[config.mk]
export PLATFORM = sky130hd
export DESIGN_NAME = pipe_stage_reg_flat
export DESIGN_NICKNAME = d
export VERILOG_FILES = /design/src/rtl/pipe_stage_reg_if.sv /design/src/rtl/pipe_stage_reg.sv /design/src/flat_wrapper.sv
export SDC_FILE = /design/constraint.sdc
export NUM_CORES = 1
export LEC_CHECK = 0
export BUFFER_PORTS_ARGS = -buffer_cell sky130_fd_sc_hd__buf_2
export CORE_ASPECT_RATIO = 0.7
export CORE_MARGIN = 8
export CORE_UTILIZATION = 38
export DETAILED_ROUTE_END_ITERATION = 6
export GPL_TIMING_DRIVEN = 1
export PLACE_DENSITY = 0.63
export SLEW_MARGIN = 15
export SYNTH_ARGS = -nofsm -noshare
export SYNTH_HDL_FRONTEND = slang
export SYNTH_SLANG_ARGS = --single-unit
[constraint.sdc]
create_clock -name i_che -period 3.45 [get_ports i_che]
set_input_delay 0.69 -clock i_che [delete_from_list [all_inputs] [get_ports i_che]]
set_output_delay 0.69 -clock i_che [all_outputs]
set_load 0.005 [all_outputs]
[src/rtl/pipe_stage_reg_if.sv]
// Valid/ready word channel between two pipeline stages.
// The producer uses the master modport and the consumer uses the slave modport.
interface pipe_stage_reg_if #(
    parameter int unsigned WIDTH = 32
);
    logic             valid;
    logic             ready;
    logic [WIDTH-1:0] data;

    modport master (output valid, output data, input ready);
    modport slave  (input valid, input data, output ready);
endinterface

[src/rtl/pipe_stage_reg.sv]
// Inter-stage pipeline register with valid/ready handshake, a one-entry skid buffer,
// a synchronous flush and a wrapping count of completed output transfers.
module pipe_stage_reg #(
    parameter int unsigned      WIDTH   = 32,
    parameter int unsigned      CNT_W   = 16,
    parameter logic [WIDTH-1:0] RST_VAL = '0
) (
    input  logic                i_che,
    input  logic                i_rst_n,
    input  logic                i_flush,
    pipe_stage_reg_if.slave     s_in,
    pipe_stage_reg_if.master    m_out,
    output logic [1:0]          o_occupancy,
    output logic [CNT_W-1:0]    o_xfer_cnt
);

    localparam int unsigned OCC_W = 2;

    typedef enum logic [1:0] {
        ST_EMPTY = 2'd0,
        ST_ONE   = 2'd1,
        ST_FULL  = 2'd2
    } state_t;

    state_t             r_state;
    state_t             w_state_nxt;
    logic [WIDTH-1:0]   r_main;
    logic [WIDTH-1:0]   r_skid;
    logic [WIDTH-1:0]   w_main_nxt;
    logic [WIDTH-1:0]   w_skid_nxt;
    logic               r_in_ready;
    logic               r_out_valid;
    logic               w_in_ready_nxt;
    logic               w_out_valid_nxt;
    logic [OCC_W-1:0]   r_occ;
    logic [OCC_W-1:0]   w_occ_nxt;
    logic [CNT_W-1:0]   r_xfer_cnt;
    logic               w_in_fire;
    logic               w_out_fire;

    assign w_in_fire  = s_in.valid & r_in_ready;
    assign w_out_fire = r_out_valid & m_out.ready;

    // Handshake flags and occupancy are kept as flops so no input reaches an output.
    always_ff @(posedge i_che or negedge i_rst_n) begin
        if (!i_rst_n) begin
            r_state     <= ST_EMPTY;
            r_main      <= RST_VAL;
            r_skid      <= RST_VAL;
            r_in_ready  <= 1'b1;
            r_out_valid <= 1'b0;
            r_occ       <= '0;
        end else begin
            r_state     <= w_state_nxt;
            r_main      <= w_main_nxt;
            r_skid      <= w_skid_nxt;
            r_in_ready  <= w_in_ready_nxt;
            r_out_valid <= w_out_valid_nxt;
            r_occ       <= w_occ_nxt;
        end
    end

    always_comb begin
        w_state_nxt = r_state;
        w_main_nxt  = r_main;
        w_skid_nxt  = r_skid;

        if (i_flush) begin
            w_state_nxt = ST_EMPTY;
            w_main_nxt  = RST_VAL;
            w_skid_nxt  = RST_VAL;
        end else begin
            unique case (r_state)
                ST_EMPTY: begin
                    if (w_in_fire) begin
                        w_state_nxt = ST_ONE;
                        w_main_nxt  = s_in.data;
                    end
                end
                ST_ONE: begin
                    if (w_in_fire && w_out_fire) begin
                        w_main_nxt  = s_in.data;
                    end else if (w_in_fire) begin
                        w_state_nxt = ST_FULL;
                        w_skid_nxt  = s_in.data;
                    end else if (w_out_fire) begin
                        w_state_nxt = ST_EMPTY;
                    end
                end
                ST_FULL: begin
                    // Upstream is stalled here; only a drain can move the stage.
                    if (w_out_fire) begin
                        w_state_nxt = ST_ONE;
                        w_main_nxt  = r_skid;
                    end
                end
                default: begin
                    w_state_nxt = ST_EMPTY;
                end
            endcase
        end

        w_in_ready_nxt  = (w_state_nxt != ST_FULL);
        w_out_valid_nxt = (w_state_nxt != ST_EMPTY);
        unique case (w_state_nxt)
            ST_ONE:  w_occ_nxt = OCC_W'(1);
            ST_FULL: w_occ_nxt = OCC_W'(2);
            default: w_occ_nxt = OCC_W'(0);
        endcase
    end

    // Flush does not clear the count: a word sampled downstream is a completed transfer.
    always_ff @(posedge i_che or negedge i_rst_n) begin
        if (!i_rst_n) begin
            r_xfer_cnt <= '0;
        end else if (w_out_fire) begin
            r_xfer_cnt <= r_xfer_cnt + CNT_W'(1);
        end
    end

    assign s_in.ready   = r_in_ready;
    assign m_out.valid  = r_out_valid;
    assign m_out.data   = r_main;
    assign o_occupancy  = r_occ;
    assign o_xfer_cnt   = r_xfer_cnt;

endmodule

[src/flat_wrapper.sv]
// flat-port wrapper written by rule: the top's interface ports become plain ports
module pipe_stage_reg_flat 
#(
    parameter int unsigned      WIDTH   = 32,
    parameter int unsigned      CNT_W   = 16,
    parameter logic [WIDTH-1:0] RST_VAL = '0
)
  (i_che, i_rst_n, i_flush, o_occupancy, o_xfer_cnt, s_in_valid, s_in_data, s_in_ready, m_out_valid, m_out_data, m_out_ready);
  pipe_stage_reg_if #(.WIDTH(WIDTH)) s_in_i ();
  pipe_stage_reg_if #(.WIDTH(WIDTH)) m_out_i ();
  input  logic i_che;
  input  logic i_rst_n;
  input  logic i_flush;
  output logic [1:0] o_occupancy;
  output logic [CNT_W-1:0] o_xfer_cnt;
  input wire logic [$bits(s_in_i.valid)-1:0] s_in_valid;
  input wire logic [$bits(s_in_i.data)-1:0] s_in_data;
  output wire logic [$bits(s_in_i.ready)-1:0] s_in_ready;
  output wire logic [$bits(m_out_i.valid)-1:0] m_out_valid;
  output wire logic [$bits(m_out_i.data)-1:0] m_out_data;
  input wire logic [$bits(m_out_i.ready)-1:0] m_out_ready;
  assign s_in_i.valid = s_in_valid;
  assign s_in_i.data = s_in_data;
  assign s_in_ready = s_in_i.ready;
  assign m_out_valid = m_out_i.valid;
  assign m_out_data = m_out_i.data;
  assign m_out_i.ready = m_out_ready;
  pipe_stage_reg #(.WIDTH(WIDTH), .CNT_W(CNT_W), .RST_VAL(RST_VAL)) u_core (.i_che(i_che), .i_rst_n(i_rst_n), .i_flush(i_flush), .s_in(s_in_i), .m_out(m_out_i), .o_occupancy(o_occupancy), .o_xfer_cnt(o_xfer_cnt));
endmodule
# After elaboration in Yosys (flattened, before gate mapping)
# Cells that the tools add are included.
[op_classes]
addsub = 1
eq_ne = 9
muxes = 16
bitwise = 2
reduce_logical = 8
[op_table]
columns = ["operator", "n"]
rows = [
  ["two-way mux 32 bit", 7],
  ["one-hot mux 32 bit (3 select lines)", 1],
  ["adder 16 x 1 -> 16 bit, second input constant", 1],
  ["two-way mux 2 bit", 6],
  ["!= test 3 x 2 -> 1 bit, second input constant", 3],
  ["one-hot mux 2 bit (3 select lines)", 1],
  ["nonzero test 2 bit", 3],
  ["equality test 2 x 1 -> 1 bit, second input constant", 2],
  ["equality test 2 bit, second input constant", 2],
  ["!= test 2 bit, second input constant", 2],
  ["one-hot mux 2 bit (2 select lines)", 1],
  ["AND reduction 4 bit", 1],
  ["nonzero test 4 bit", 1],
  ["AND reduction 3 bit", 1],
  ["AND 1 bit", 2],
  ["zero test 2 bit", 1],
  ["logical AND 1 bit", 1],
]
[word_totals]
regBits = 86
inputBits = 37
output_inout_bits = 52
wordCells = 43

# Logic depth before layout (Yosys ltp)
# Gate-level depths: netlist (run 1).
[logic_depth]
depth_word = 8
ltp_mapped = 7
mapped_depth_nobuf = 5

# Worst setup path before layout (run 1)
# Ideal clock, no wire load.
[synth_path]
path_type = "in2reg"
start = "input m_out_ready"
end = "register u_core.r_main[3] (netlist: u_core.m_out.data[3])"
setup_time_ps = 150
arrival_time_ps = 1672
required_ps = 3300
path_slack_ps = 1628
stages = 7
n_path_buf = 3
path_cell_list = "and2_1 > clkbuf_1 > a211o_1 > buf_6 > buf_6 > nor2_1 > a211oi_2"
[synth_via]
elab_chain_cells = 4
word_cells_on_any_way = 5
cone_classes = "eq/ne: 2; bitwise: 1; reduce/logical: 2"
[synth_rtl]
columns = ["item", "line_no", "rtl"]
rows = [
  ["start, declared", "flat_wrapper.sv:21", "input wire logic [$bits(m_out_i.ready)-1:0] m_out_ready;"],
  ["AND 1 bit (*)", "pipe_stage_reg.sv:42", "assign w_out_fire = r_out_valid & m_out.ready;"],
  ["logical AND 1 bit", "pipe_stage_reg.sv:81", "if (w_in_fire && w_out_fire) begin"],
  ["!= test 3 x 2 -> 1 bit (no source line)", "n/a", ""],
  ["AND reduction 4 bit (no source line) (*)", "n/a", ""],
  ["end signal, assigned", "pipe_stage_reg.sv:55", "r_main <= w_main_nxt;"],
  ["end, declared", "pipe_stage_reg.sv:27", "logic [WIDTH-1:0] r_main;"],
]
# Mark *: on every way between the ends. The rest lies on a longest branch, timed or not.
# A chain may end at the register's enable or synchronous reset.

# Final worst setup path (run 1)
[layout_path]
start = "register u_core.r_in_ready (netlist: u_core.s_in.ready)"
end = "register u_core.r_main[2] (netlist: u_core.m_out.data[2])"
[layout_via]
elab_chain_cells = 4
word_cells_on_any_way = 5
cone_classes = "eq/ne: 2; bitwise: 1; reduce/logical: 2"
[layout_rtl]
columns = ["item", "line_no", "rtl"]
rows = [
  ["start, declared", "pipe_stage_reg.sv:31", "logic r_in_ready;"],
  ["start signal, assigned", "pipe_stage_reg.sv:57", "r_in_ready <= w_in_ready_nxt;"],
  ["AND 1 bit (*)", "pipe_stage_reg.sv:41", "assign w_in_fire = s_in.valid & r_in_ready;"],
  ["logical AND 1 bit", "pipe_stage_reg.sv:81", ""],
  ["!= test 3 x 2 -> 1 bit (no source line)", "n/a", ""],
  ["AND reduction 4 bit (no source line) (*)", "n/a", ""],
]
# Marks and branches as above.

==> flow_summary_export.csv, run 1 <==
group,metric,value,unit
sta,maxClockFrequency,485,MHz
critical_path,crit_type,"reg2reg",
synthesis,synth.yosys.warnings,0,
global_route,overflow,0,
power_and_ir_drop,static-leakage-power,2.45,nW
critical_path,critical_path.slowest_cell,"sky130_fd_sc_hd__dfstp_2",
final_layout,filler_cell_count,957,
clocking,number_of_buffers_added_by_the_clock_tree_synthesis_step,9,
power_and_ir_drop,total_switching_power,732,uW
sta,timing.slew.headroom,47.1,%
synthesis,ys_types,29,
clocking,clockRootBuffer,"sky130_fd_sc_hd__clkbuf_16",
floorplanning,row_count,31,
status,outcome,"finished clean",
route,routed-via-count,2904,
route,detail_route.drc_violations,0,
final_layout,n_antenna_cell,0,
critical_path,timing.critical_path.from_type,"flip-flop",
job,timing.max_cap.violations,0,
sta,rsz_0062_raised_after_global_routing,"false",
critical_path,critical_path_max_stage_delay,0.56,ns
placement,global_placer_s_final_weighted_congestion,0.718,
final_layout,finalCoreUtilization,46.9,%
synthesis,seq_area_frac_synth,54.1,%
placement,dp_hpwl,6070,um
global_route,grt_use_total,13.9,%
global_route,grt_max_degree,87,
critical_path,worst-endpoint-required,3.70,ns
floorplanning,die-area,0.0141,mm2
power_and_ir_drop,comb_power_share,16.5,%
power_and_ir_drop,internal_power,2.03,mW
final_layout,final_common_cell,"sky130_fd_sc_hd__buf_2",
global_route,first_global_vias,2987,
sta,report.final.hold_viol_count,0,
route,final_antenna_net_count,0,
power_and_ir_drop,powerDensity,572,mW/mm2
clocking,clockBufferDepth,2,
power_and_ir_drop,clock_power_share,40.6,%
clocking,cts_max_level,3,
route,drt-wirelength-per-cell,16.0,um
synthesis,synthCells,371,
final_layout,drive_gt1_share,31.6,%
synthesis,synth.cell_area,0.00398,mm2
floorplanning,floorplan.die.width,138,um
critical_path,critPathCaptureType,"flip-flop",
sta,period_minus_ws_final,2.06,ns
critical_path,cp.buffers_inverters,1,
synthesis,synth-seq-cells,86,
power_and_ir_drop,netSwitchingFraction,26.5,%
route,avgViaCountPerCell,4.96,
clocking,cts_repair_resize_count,0,
power_and_ir_drop,p_total,2.76,mW
sta,final_count_of_negative_setup_slack_endpoints,0,
clocking,clkSlewWorstSetupHoldPaths,0.06,ns
final_layout,layout_common_cells,"sky130_fd_sc_hd__buf_2, sky130_fd_sc_hd__dfrtp_1, sky130_fd_sc_hd__nand2_1",
global_route,number_of_antenna_violations_at_the_first_check_in_global_routing,0,
global_route,grt_pass1_wl,15600,um
synthesis,syn_nets,409,
hold_path,hold_class,"in2async",
floorplanning,placeableCoreArea,0.0103,mm2
floorplanning,vertical_die_dimension,102,um
final_layout,area_delta_synth_final,21.1,%
critical_path,arrival,2.32,ns
sta,finClkSkew,0.00432,ns
critical_path,critPathTopFamily,"compound AO/OA/AOI/OAI gates",
sta,worst_pin_slew,0.794,ns
route,totalWireLength,9380,um
critical_path,critPathMaxFanout,27,
sta,finalWorstSetupSlack,1.39,ns
sta,layout_worst_path_cycle_share,59.7,%
route,detail_route.iter0.violations,216,
clocking,post_cts_buffers,0,
floorplanning,io_pins,89,
final_layout,finalNetCount,486,
clocking,clock_net_sink_count,86,
route,firstDrtPassIters,5,
sta,final-max-slew-violation-count,0,
clocking,cts_tree,"yes",
critical_path,worstPathCellList,"and3b_1, a211o_2, buf_4, nor2_1, a211oi_2",
sta,timing.hold.ws,0.411,ns
floorplanning,initial_core_util,38.7,%
sta,tns,0,ns
power_and_ir_drop,seq_power_share,42.9,%
placement,io_buffers,88,
placement,post-place-ws,1.12,ns
power_and_ir_drop,max_rail_drop_vdd,0.000232,V
clocking,cts_hold_repair.buffers,0,
synthesis,postSynthAreaPerCell,10.7,um2
clocking,clk_latency,0.34,ns
-- final cells by class --
type                       count  area (um2)  area share (%)
clock inverter                 5         106            2.20
timing repair buffer          93         497            10.3
inverter                       3        11.3           0.233
sequential                    86        2150            44.6
clock buffer                  11         243            5.03
tap                          132         165            3.42
multi-input combinational    255        1650            34.2
-- worst paths after layout --
| path | end | depth (start not counted) | start | slack, ns |
|---|---|---|---|---|
| worst max-delay path | u_core.m_out.data[2]$_DFFE_PN0P_ | 5 | u_core.s_in.ready$_DFF_PN1_ | 1.39 |
| worst min-delay path | u_core.m_out.data[9]$_DFFE_PN0P_ | 1 | i_rst_n | 0.41 |
| worst max register to register | u_core.m_out.data[2]$_DFFE_PN0P_ | 5 | u_core.s_in.ready$_DFF_PN1_ | 1.39 |
| worst min register to register | u_core.o_xfer_cnt[15]$_DFFE_PN0P_ | 1 | u_core.o_xfer_cnt[15]$_DFFE_PN0P_ | 0.47 |
| max in group asynchronous | u_core.m_out.data[20]$_DFFE_PN0P_ | 1 | i_rst_n | 2.50 |
| min in group i_che | u_core.o_xfer_cnt[15]$_DFFE_PN0P_ | 1 | u_core.o_xfer_cnt[15]$_DFFE_PN0P_ | 0.47 |
-- power groups by stage --
stage | Combinational (mW) | Sequential [mW] | Clock (mW)
finish | 0.455 | 1.18 | 1.12
global route | 0.511 | 1.20 | 1.21
CTS | 0.466 | 1.19 | 1.15
detailed placement | 0.464 | 1.20 | 0
global placement | 0.456 | 1.20 | 0
floorplan | 0.300 | 1.20 | 0
-- metrics by stage --
stage | area (um2) | cells
after global routing | 4820 | 585
after floorplan | 3980 | 371
final | 4820 | 585
after CTS | 4820 | 585
after detailed placement | 4470 | 569
after global placement | 4470 | 569
-- cell families after synthesis --
kind of cell / share of synthesized area, %
and+or+nand+nor: 14.3
DFF: 54.1
AOI/OAI and AO/OA: 15.3
muxes: 8.04
buffers and inverters: 4.74
xor gates and xnor gates: 3.30
adders and majority gates: 0.314
-- cell usage after synthesis, drive strengths merged --
master,n,share of area [%]
nand2,77,7.3
and3b,1,0.22
a211o,2,0.44
buf,16,3.4
nand2b,1,0.16
inv,3,0.28
a21oi,35,4.4
a21o,2,0.38
ha,1,0.31
nor2,36,3.4
nand3,8,1.0
dfstp,1,0.66
and4b,1,0.25
mux2i,32,8.0
xnor2,12,2.6
nor3,2,0.25
and3,3,0.47
dfrtp,85,53
xor2,3,0.66
a211oi,32,10
and2,1,0.16
and4bb,1,0.31
nor4,1,0.16
clkbuf,11,1.0
nand4,4,0.63
-- state kept, by name, summed over array words and instances (netlist names) --
register,flops
u_core.r_state,2
u_core.r_skid,32
u_core.m_out.valid,1
u_core.o_xfer_cnt,16
u_core.o_occupancy,2
u_core.s_in.ready,1
u_core.m_out.data,32
-- layer usage --
metal | vias up | GRT usage (%) | wire, um
li1 | 1422 | - | -
met1 | 1394 | 17.0 | 4340
met2 | 77 | 22.1 | 4310
met3 | 11 | 6.56 | 665
met4 | 0 | 3.00 | 70
met5 | - | 0 | 0
No activity file was read; power rests on OpenSTA's default activity.
==> run 2: changes to the inputs <==
==> constraint.sdc (replaced) <==
create_clock -name i_che -period 1.91 [get_ports i_che]
set_input_delay 0.382 -clock i_che [delete_from_list [all_inputs] [get_ports i_che]]
set_output_delay 0.382 -clock i_che [all_outputs]
set_load 0.005 [all_outputs]
==> flow_summary_export.csv, run 2 (same netlist as run 1, synthesis figures left out) <==
group,metric,value,unit
route,avgViaCountPerCell,5.01,
route,final_antenna_net_count,0,
placement,placedCellCount,577,
global_route,overflow,0,
power_and_ir_drop,powerDensity,1020,mW/mm2
critical_path,critical_path_max_stage_delay,0.56,ns
final_layout,layout.area.seq,0.00215,mm2
critical_path,timing.critical_path.from_type,"flip-flop",
floorplanning,floorplan.die.width,138,um
critical_path,worst-endpoint-required,2.16,ns
global_route,number_of_antenna_violations_at_the_first_check_in_global_routing,0,
hold_path,min_delay_src,"s_in_data[9]",
floorplanning,vertical_die_dimension,102,um
final_layout,area_delta_synth_final,23.2,%
global_route,first_global_vias,3070,
clocking,cts_max_level,3,
final_layout,final_common_cell,"sky130_fd_sc_hd__buf_2",
power_and_ir_drop,p_total,5.01,mW
route,firstDrtPassIters,5,
power_and_ir_drop,max_rail_drop_vdd,0.000478,V
clocking,cts_tree,"yes",
floorplanning,die-area,0.0141,mm2
critical_path,crit_type,"reg2reg",
critical_path,rr_worst_depth,5,
clocking,cts_repair_resize_count,0,
final_layout,final_cells,594,
sta,maxClockFrequency,583,MHz
job,timing.max_cap.violations,0,
route,drt-wirelength-per-cell,16.0,um
hold_path,whs_path_depth,3,
sta,final_count_of_negative_setup_slack_endpoints,0,
critical_path,launch_instance_of_the_worst_register_to_register_path,"u_core.s_in.ready$_DFF_PN1_",
floorplanning,io_pins,89,
clocking,clk_latency,0.34,ns
placement,io_buffers,88,
sta,tns,0,ns
sta,rsz_0062_raised_after_global_routing,"false",
clocking,clock_net_sink_count,86,
floorplanning,initial_core_util,38.7,%
floorplanning,placeableCoreArea,0.0103,mm2
critical_path,arrival,1.96,ns
sta,report.final.hold_viol_count,0,
critical_path,reg2reg_to,"u_core.m_out.data[10]$_DFFE_PN0P_",
floorplanning,row_count,31,
final_layout,multi_input_comb_area,0.00164,mm2
power_and_ir_drop,static-leakage-power,2.50,nW
route,routed-via-count,2974,
critical_path,register_to_register_path_setup_slack,0.19,ns
critical_path,cp.buffers_inverters,1,
critical_path,worstPathCellList,"and3b_1, a211o_2, buf_4, nor2_1, a211oi_2",
final_layout,drive_gt1_share,32.9,%
global_route,grt_pass1_wl,15800,um
critical_path,critPathMaxFanout,30,
status,outcome,"finished clean",
critical_path,critPathCaptureType,"flip-flop",
sta,finClkSkew,0.00597,ns
sta,worst_pin_slew,0.383,ns
global_route,grt_max_degree,69,
critical_path,critPathTopFamily,"flip-flops",
route,detail_route.iter0.violations,175,
clocking,cts_hold_repair.buffers,1,
sta,layout_worst_path_cycle_share,89.8,%
clocking,clockRootBuffer,"sky130_fd_sc_hd__clkbuf_16",
global_route,grt_use_total,14.1,%
clocking,number_of_buffers_added_by_the_clock_tree_synthesis_step,9,
sta,timing.slew.headroom,74.4,%
final_layout,finalNetCount,495,
final_layout,layout_common_cells,"sky130_fd_sc_hd__buf_2, sky130_fd_sc_hd__dfrtp_1, sky130_fd_sc_hd__nand2_1",
sta,final-max-slew-violation-count,0,
route,detail_route.drc_violations,0,
clocking,post_cts_buffers,0,
final_layout,n_antenna_cell,0,
clocking,clkSlewWorstSetupHoldPaths,0.06,ns
placement,global_placer_s_final_weighted_congestion,0.771,
hold_path,hold_class,"in2reg",
critical_path,critical_path.slowest_cell,"sky130_fd_sc_hd__dfstp_2",
clocking,clockBufferDepth,2,
sta,period_minus_ws_final,1.72,ns
hold_path,hold_path_end,"u_core.r_skid[9]$_DFFE_PN0P_",
route,totalWireLength,9500,um
placement,dp_hpwl,6330,um
final_layout,filler_cell_count,950,
run 2: per-stage QoR:
stage | instance area [um2] | setup WS, ns | hold WS, ns | util [%]
2_1_floorplan | 3980 | 0.353 | 0.0864 | -
3_3_place_gp | 4550 | 0.218 | 0.339 | 44.3
3_5_place_dp | 4550 | 0.181 | 0.335 | 44.3
4_1_cts | 4910 | 0.194 | 0.273 | 47.7
5_1_grt | 4910 | 0.0570 | 0.278 | 47.7
6_report | 4910 | 0.194 | 0.288 | 47.7
run 2: worst register-to-register path: stages (launching register included):
cell	delay, ns
sky130_fd_sc_hd__dfstp_2	0.56
sky130_fd_sc_hd__and3b_1	0.22
sky130_fd_sc_hd__a211o_2	0.18
sky130_fd_sc_hd__buf_4	0.35
sky130_fd_sc_hd__nor2_1	0.11
sky130_fd_sc_hd__a211oi_2	0.21
run 2: layer usage:
| metal | vias up | GRT usage, % | wire length (um) |
|---|---|---|---|
| met5 | - | 0 | 0 |
| met4 | 0 | 4.58 | 100 |
| met3 | 10 | 5.06 | 464 |
| met2 | 65 | 22.2 | 4310 |
| met1 | 1461 | 17.7 | 4630 |
| li1 | 1438 | - | - |
run 2: cell type report:
cell class              count  share of cell area (%)
inverters                   3                   0.229
well taps                 132                    3.37
flip-flops and latches     86                    43.9
multi-input cells         255                    33.5
clock inverters             7                    2.45
repair buffers            102                    12.0
clock buffers               9                    4.59
run 2: how the worst max path moves through the flow:
| stage | start | end | depth (start not counted) |
|---|---|---|---|
| finish | u_core.s_in.ready$_DFF_PN1_ | u_core.m_out.data[10]$_DFFE_PN0P_ | 5 |
| global route | u_core.s_in.ready$_DFF_PN1_ | u_core.m_out.data[12]$_DFFE_PN0P_ | 5 |
| CTS | u_core.s_in.ready$_DFF_PN1_ | u_core.m_out.data[8]$_DFFE_PN0P_ | 5 |
| detailed placement | m_out_ready | u_core.m_out.data[8]$_DFFE_PN0P_ | 6 |
| global placement | m_out_ready | u_core.m_out.data[12]$_DFFE_PN0P_ | 6 |
| floorplan | u_core.m_out.valid$_DFF_PN0_ | u_core.m_out.data[3]$_DFFE_PN0P_ | 7 |
run 2: power by group:
| part | internal [mW] | total, mW | switching [mW] |
|---|---|---|---|
| combinational | 0.370 | 0.849 | 0.479 |
| clock | 1.28 | 2.02 | 0.738 |
| sequential | 2.00 | 2.14 | 0.140 |
| total | 3.65 | 5.01 | 1.36 |
